## src/rtl/camera_pkg.sv

```systemverilog
// camera_pkg
//   Shared definitions for the camera sensor emulator: FSM state encoding,
//   test-pattern codes, Bayer mosaic sample values and the LFSR seed/taps.
package camera_pkg;

  // Frame sequencer states. Each state names what the outputs show this cycle.
  typedef enum logic [2:0] {
    ST_IDLE    = 3'd0,
    ST_V_FRONT = 3'd1,
    ST_LINE    = 3'd2,
    ST_H_BLANK = 3'd3,
    ST_V_BACK  = 3'd4,
    ST_F_GAP   = 3'd5
  } state_t;

  // Test-pattern selector codes as seen on in_pattern.
  typedef enum logic [1:0] {
    PAT_HRAMP  = 2'd0,
    PAT_VRAMP  = 2'd1,
    PAT_BAYER  = 2'd2,
    PAT_LFSR   = 2'd3
  } pattern_t;

  // Bayer mosaic sample values (G on the diagonal, R on even rows, B on odd rows).
  localparam logic [7:0] BAYER_G = 8'h10;
  localparam logic [7:0] BAYER_R = 8'hF0;
  localparam logic [7:0] BAYER_B = 8'h80;

  // 16-bit Fibonacci LFSR, taps 16,14,13,11. The register shifts right and
  // the new bit enters at [15]; taps 16,14,13,11 map onto bits 0,2,3,5.
  localparam logic [15:0] LFSR_SEED     = 16'hACE1;
  localparam logic [15:0] LFSR_TAP_MASK = 16'h002D;

endpackage

```

## src/rtl/lfsr16.sv

```systemverilog
// lfsr16
//   16-bit Fibonacci LFSR used as the pseudo-random pixel source.
//   Ports:
//     clock   - rising-edge clock
//     reset   - synchronous active-high reset, loads the seed
//     load    - synchronous reseed (frame start), wins over advance
//     advance - step the sequence by one
//     value   - current register contents
module lfsr16
  import camera_pkg::*;
(
  input  logic        clock,
  input  logic        reset,
  input  logic        load,
  input  logic        advance,
  output logic [15:0] value
);

  logic w_feedback;

  assign w_feedback = ^(value & LFSR_TAP_MASK);

  // NOTE: state registers use non-blocking assignments so every flop samples
  // the pre-edge values, independent of statement order.
  always_ff @(posedge clock) begin
    if (reset || load) begin
      value <= LFSR_SEED;
    end else if (advance) begin
      value <= {w_feedback, value[15:1]};
    end
  end

endmodule

```

## src/rtl/camera_sensor_emulator.sv

```systemverilog
// camera_sensor_emulator
//   Generates parallel-sensor style FVAL/LVAL/DATA timing with selectable
//   test patterns, for one frame on request or continuously.
//   Ports:
//     clock, reset       - rising-edge clock, synchronous active-high reset
//     in_width/height    - image W/H; line is 2*W pixels, frame is 2*H lines
//     in_pattern         - 0 h-ramp, 1 v-ramp, 2 Bayer checker, 3 LFSR
//     in_start           - single-cycle frame request (ignored while busy)
//     in_continuous      - keep producing frames while high
//     out_frame_valid    - FVAL
//     out_line_valid     - LVAL
//     out_data           - pixel data, zero outside LVAL
//     out_busy           - high from accepted start until back in IDLE
//     out_frame_done     - one-cycle pulse on the cycle FVAL falls
module camera_sensor_emulator
  import camera_pkg::*;
#(
  parameter int N       = 8,
  parameter int V_FRONT = 4,
  parameter int H_BLANK = 8,
  parameter int V_BACK  = 4,
  parameter int F_GAP   = 16
) (
  input  logic         clock,
  input  logic         reset,
  input  logic [11:0]  in_width,
  input  logic [11:0]  in_height,
  input  logic [1:0]   in_pattern,
  input  logic         in_start,
  input  logic         in_continuous,
  output logic         out_frame_valid,
  output logic         out_line_valid,
  output logic [N-1:0] out_data,
  output logic         out_busy,
  output logic         out_frame_done
);

  state_t        r_state;
  pattern_t      r_pattern;
  logic [11:0]   r_len;      // 2*W pixels per line
  logic [11:0]   r_lines;    // 2*H lines per frame
  logic [11:0]   r_x;
  logic [11:0]   r_y;
  logic [15:0]   r_cnt;      // shared blanking-interval counter
  logic          r_frame_valid;
  logic          r_line_valid;
  logic [N-1:0]  r_data;
  logic          r_busy;
  logic          r_frame_done;

  logic          w_dims_ok;
  logic          w_vf_end;
  logic          w_hb_end;
  logic          w_vb_end;
  logic          w_fg_end;
  logic          w_line_last_px;
  logic          w_load;
  logic          w_advance;
  logic [11:0]   w_x_next;
  logic [N-1:0]  w_pix_next;
  logic [15:0]   w_lfsr;
  logic          w_unused_msbs;

  // Only the low 11 bits of each dimension are meaningful.
  assign w_unused_msbs = in_width[11] ^ in_height[11];

  assign w_dims_ok      = (in_width[10:0] != 11'd0) && (in_height[10:0] != 11'd0);
  assign w_vf_end       = (r_cnt == 16'(V_FRONT - 1));
  assign w_hb_end       = (r_cnt == 16'(H_BLANK - 1));
  assign w_vb_end       = (r_cnt == 16'(V_BACK - 1));
  assign w_fg_end       = (r_cnt == 16'(F_GAP - 1));
  assign w_line_last_px = (r_x == r_len - 12'd1);

  // Reseed at every frame start: accepted start from IDLE or continuous restart.
  assign w_load = ((r_state == ST_IDLE)  && in_start && w_dims_ok) ||
                  ((r_state == ST_F_GAP) && w_fg_end && w_dims_ok);

  // Step once for every edge that puts a pixel on the bus.
  assign w_advance = ((r_state == ST_V_FRONT) && w_vf_end) ||
                     ((r_state == ST_H_BLANK) && w_hb_end) ||
                     ((r_state == ST_LINE)    && !w_line_last_px);

  function automatic logic [N-1:0] pixel(input pattern_t p, input logic [11:0] x,
                                         input logic [11:0] y, input logic [15:0] l);
    logic [N-1:0] v;
    v = '0;
    unique case (p)
      PAT_HRAMP: v = N'(x);
      PAT_VRAMP: v = N'(y);
      PAT_BAYER: begin
        if (x[0] == y[0])  v = N'(BAYER_G);
        else if (!y[0])    v = N'(BAYER_R);
        else               v = N'(BAYER_B);
      end
      PAT_LFSR:  v = N'(l);
      default:   v = '0;
    endcase
    return v;
  endfunction

  // NOTE: every signal written in always_comb gets a value on every path
  // (defaults first) so no latch is inferred.
  always_comb begin
    w_x_next = 12'd0;
    if (r_state == ST_LINE) begin
      w_x_next = r_x + 12'd1;
    end
    w_pix_next = pixel(r_pattern, w_x_next, r_y, w_lfsr);
  end

  lfsr16 u_lfsr (
    .clock   (clock),
    .reset   (reset),
    .load    (w_load),
    .advance (w_advance),
    .value   (w_lfsr)
  );

  always_ff @(posedge clock) begin
    if (reset) begin
      r_state       <= ST_IDLE;
      r_pattern     <= PAT_HRAMP;
      r_len         <= 12'd0;
      r_lines       <= 12'd0;
      r_x           <= 12'd0;
      r_y           <= 12'd0;
      r_cnt         <= 16'd0;
      r_frame_valid <= 1'b0;
      r_line_valid  <= 1'b0;
      r_data        <= '0;
      r_busy        <= 1'b0;
      r_frame_done  <= 1'b0;
    end else begin
      r_frame_done <= 1'b0;
      unique case (r_state)
        ST_IDLE: begin
          if (in_start && w_dims_ok) begin
            r_len         <= {in_width[10:0], 1'b0};
            r_lines       <= {in_height[10:0], 1'b0};
            r_pattern     <= pattern_t'(in_pattern);
            r_x           <= 12'd0;
            r_y           <= 12'd0;
            r_cnt         <= 16'd0;
            r_frame_valid <= 1'b1;
            r_busy        <= 1'b1;
            r_state       <= ST_V_FRONT;
          end
        end

        ST_V_FRONT: begin
          if (w_vf_end) begin
            r_line_valid <= 1'b1;
            r_data       <= w_pix_next;
            r_state      <= ST_LINE;
          end else begin
            r_cnt <= r_cnt + 16'd1;
          end
        end

        ST_LINE: begin
          if (w_line_last_px) begin
            r_line_valid <= 1'b0;
            r_data       <= '0;
            r_x          <= 12'd0;
            r_cnt        <= 16'd0;
            if (r_y == r_lines - 12'd1) begin
              r_state <= ST_V_BACK;
            end else begin
              r_y     <= r_y + 12'd1;
              r_state <= ST_H_BLANK;
            end
          end else begin
            r_x    <= w_x_next;
            r_data <= w_pix_next;
          end
        end

        ST_H_BLANK: begin
          if (w_hb_end) begin
            r_line_valid <= 1'b1;
            r_data       <= w_pix_next;
            r_state      <= ST_LINE;
          end else begin
            r_cnt <= r_cnt + 16'd1;
          end
        end

        ST_V_BACK: begin
          if (w_vb_end) begin
            r_frame_valid <= 1'b0;
            r_frame_done  <= 1'b1;
            r_cnt         <= 16'd0;
            if (in_continuous) begin
              r_state <= ST_F_GAP;
            end else begin
              r_busy  <= 1'b0;
              r_state <= ST_IDLE;
            end
          end else begin
            r_cnt <= r_cnt + 16'd1;
          end
        end

        ST_F_GAP: begin
          if (w_fg_end) begin
            // A zero dimension at relatch time cannot form a frame; stop instead.
            if (w_dims_ok) begin
              r_len         <= {in_width[10:0], 1'b0};
              r_lines       <= {in_height[10:0], 1'b0};
              r_pattern     <= pattern_t'(in_pattern);
              r_x           <= 12'd0;
              r_y           <= 12'd0;
              r_cnt         <= 16'd0;
              r_frame_valid <= 1'b1;
              r_state       <= ST_V_FRONT;
            end else begin
              r_busy  <= 1'b0;
              r_state <= ST_IDLE;
            end
          end else begin
            r_cnt <= r_cnt + 16'd1;
          end
        end

        default: r_state <= ST_IDLE;
      endcase
    end
  end

  assign out_frame_valid = r_frame_valid;
  assign out_line_valid  = r_line_valid;
  assign out_data        = r_data;
  assign out_busy        = r_busy;
  assign out_frame_done  = r_frame_done;

endmodule

```

## config.mk

```make
export PLATFORM = sky130hd
export DESIGN_NAME = camera_sensor_emulator
export DESIGN_NICKNAME = d
export VERILOG_FILES = /design/src/rtl/camera_pkg.sv /design/src/rtl/lfsr16.sv /design/src/rtl/camera_sensor_emulator.sv
export SDC_FILE = /design/constraint.sdc
export NUM_CORES = 1
export LEC_CHECK = 0
export CAP_MARGIN = 20
export CELL_PAD_IN_SITES_DETAIL_PLACEMENT = 1
export CELL_PAD_IN_SITES_GLOBAL_PLACEMENT = 2
export CORE_MARGIN = 5
export CORE_UTILIZATION = 38
export CTS_CLUSTER_DIAMETER = 40
export DETAILED_ROUTE_END_ITERATION = 12
export PLACE_DENSITY_LB_ADDON = 0.1
export SLEW_MARGIN = 5
export SYNTH_ARGS = -nofsm -noshare
export SYNTH_HDL_FRONTEND = slang
export SYNTH_SLANG_ARGS = --single-unit
```

## constraint.sdc

```tcl
create_clock -name clock -period 4.25 [get_ports clock]
set_input_delay 1.0625 -clock clock [delete_from_list [all_inputs] [get_ports clock]]
set_output_delay 1.0625 -clock clock [all_outputs]
set_load 0.01 [all_outputs]
```

==> summary.md <==
| Metric | Value |
|---|---|
| Post-synthesis cell count | `654` |
| Die W | `128 µm` |
| P_leak | `2.10 nW` |
| Vias | `4773` |
| CTS H-tree lvls | `3` |
| Warnings from Yosys | `0` |
| CP Launch Type | `flip-flop` |
| CP max stage cell | `a2111oi_4` |
| Initial antenna violation count | `0` |
| Synthesized cell area | `5260 µm²` |
| DRT iter0 DRCs | `276` |
| CP startpoint | `r_lines[1]` |
| DR pass1 iterations | `4` |
| DP HPWL | `10700 µm` |
| Syn Area/Cell | `8.05 µm²` |
| DR DRC count | `0` |
| R2r setup slk | `0.68 ns` |
| WS Path Type | `flip-flop to flip-flop` |
| Synth cell count leaders | `dfxtp_1 (95), nor2_1 (94), nand2_1 (64)` |
| Final hold viol count | `0` |
| Status | `complete, no violations` |
| Max Cap Violations | `0` |
| Yosys top cell area share | `36.1%` |
| Cell Rows | `43` |
| Fin cells | `860` |
| Critical R2R Capture | `r_y[10]` |
| Top-count cell post-synth | `dfxtp_1` |
| Placed cells | `844` |
| Power per Cell Area | `503 nW/µm²` |
| Total power | `3.06 mW` |
| Longest Clk Path Bufs | `2` |
| Post-Route Utilization | `44.3%` |
| WL per Instance | `17.1 µm` |
| Die Span Y | `128 µm` |
| Critical Path RT | `4.53 ns` |
| Post-CTS sizing | `0` |
| RSZ-0062 raised after global routing | `false` |
| Minimum clock period | `3.57 ns` |
| Gpl congestion | `0.806` |
| Ys flop type | `dfxtp_1` |
| Final setup fails | `0` |
| Final Net Count | `712` |
| Setup TNS | `0 ns` |
| Vias in the first global route | `4870` |
| # diodes | `0` |
| Max-slew violation total from the final report | `0` |
| EDFF count, synth | `0` |
| Vias per cell | `5.55` |
| Share of layout cells above drive strength 1 | `6.18%` |
| Data arrival, critical path | `3.85 ns` |
| Top post-synthesis cells by area | `dfxtp_1 (36%), nor2_1 (6.7%), xnor2_1 (5.8%)` |
| Reg clk slew, reported paths | `0.07 ns` |
| CTS tree | `yes` |
| Register-to-Register Path Depth | `10` |
| Slew @ Worst Pin | `0.821 ns` |
| IO Port Bufs | `39` |
| Remaining antenna violation count after routing | `0` |
| Largest net degree at the start of global routing | `32` |
| Async SR Flop Fraction | `0%` |
| Worst hold slack | `0.460 ns` |
| Max_slew headroom | `45.2%` |
| Final clock skew | `0.00809 ns` |
| Routed WL | `14700 µm` |
| Yosys reg bits | `95` |
| Seq/Total Area, Yosys | `36.1%` |
| Crit path max fanout | `12` |
| Total gr overflow | `0` |
| Hold crit path type | `flip-flop to flip-flop` |
| CTS Hold Buffers Added | `0` |
| FMAX | `280 MHz` |
| Critical Path End | `r_y[10]` |
| Root buffer cell | `clkbuf_16` |
| Crit path capture type | `flip-flop` |
| Number of distinct library cells after synthesis | `65` |
| # clock sinks | `95` |
| Die area | `16300 µm²` |
| Core box area | `13700 µm²` |
| Max VDD drop | `0.189 mV` |
| TritonCTS Buffers | `9` |
| Worst path max stage delay | `0.55 ns` |
| CP Cell Sequence | `inv_1 > ha_1 > or4b_1 > nor4_1 > mux2i_1 > o21ai_0 > a2111oi_4 > o21ai_2 > or4_1 > a21oi_1` |
| IO Count | `42` |
| Clock Latency Late Sink | `0.35 ns` |
| Tcrit/Tclk final | `83.9%` |
| Total track usage | `18.5%` |
| P&R area growth vs syn | `15.5%` |
| Syn_nets | `691` |
| R2r startpoint | `r_lines[1]` |
| # Post-CTS Setup Buffers | `0` |
| Global-route wire length before repair | `24600 µm` |
| Synth area leader | `dfxtp_1` |
| Initial Util | `38.4%` |
## kinds of logic after synthesis
group,count (synthesis),share of synthesized area (%)
XOR/XNOR,54,9.25
AND/OR/NAND/NOR,297,27.3
multiplexers,27,5.61
adder cells (fa/ha/maj),7,1.66
buffers and inverters,53,4.42
flip-flops,95,36.1
AO/OA/AOI/OAI,121,15.6
## final cells by class
class / count / area, µm²
inverters: 17 / 63.8
fillers: 1675 / 7640
repair buffers: 46 / 438
flip-flops and latches: 95 / 1900
well taps: 180 / 225
clock inverters: 7 / 80.1
multi-input cells: 506 / 3150
clock buffers: 9 / 225
## metrics by stage
step | setup WS, ns | instance area [µm²]
final | 0.685 | 6080
after global routing | 0.423 | 6080
after CTS | 0.685 | 6080
after detailed placement | 0.504 | 5780
after global placement | 0.502 | 5780
after floorplan | 1.15 | 5260
## how the worst min path moves through the flow
stage | from | endpoint | slack [ns] | depth (start not counted)
2_1_floorplan | u_lfsr.value[12] | u_lfsr.value[12] | 0.43 | 2
3_3_place_gp | u_lfsr.value[12] | u_lfsr.value[12] | 0.44 | 2
3_5_place_dp | u_lfsr.value[8] | u_lfsr.value[8] | 0.45 | 2
4_1_cts | u_lfsr.value[14] | u_lfsr.value[14] | 0.46 | 2
5_1_grt | out_data[5] | out_data[5] | 0.48 | 2
6_report | u_lfsr.value[13] | u_lfsr.value[12] | 0.46 | 2
## sequential cells by signal, indices dropped and copies added (netlist names)
name	cells
out_frame_done	1
out_busy	1
r_cnt	16
r_state	3
u_lfsr.value	16
r_pattern	2
out_frame_valid	1
r_y	12
out_line_valid	1
out_data	8
r_lines	11
r_x	12
r_len	11
## placed cells by master, fill, tap and decap left out, drive strengths merged, types with 18 or more instances in the layout
master	synthesis	routed
o21ai	27	27
nor3	20	20
dfxtp	95	95
a21oi	39	39
clkdlybuf4s50	0	38
nand2	64	64
xnor2	35	35
mux2i	25	25
nand4	19	19
xor2	18	18
inv	16	19
nor2	95	95
nand3	35	35
## worst max-delay path: cells and delay by family, from the launching register on
family	cells	cell delay [ns]
AOI/OAI and AO/OA	4	1.17
buffers and inverters	1	0.08
and+or+nand+nor	3	1.41
adders and majority gates	1	0.24
muxes	1	0.24
DFF	1	0.37
## power by group
part | total, mW | switching [mW] | internal (mW)
clock network | 0.848 | 0.384 | 0.464
registers | 1.13 | 0.142 | 0.989
logic | 1.08 | 0.659 | 0.420
total | 3.06 | 1.19 | 1.87
## per-layer routing
layer	track usage (%)	share of wire (%)	up-vias
met5	0	0	-
met4	5.99	1.9	0
met3	2.67	2.0	16
met2	30.5	47	36
met1	25.0	49	2340
li1	-	-	2381
No activity file was read; power rests on OpenSTA's default activity.
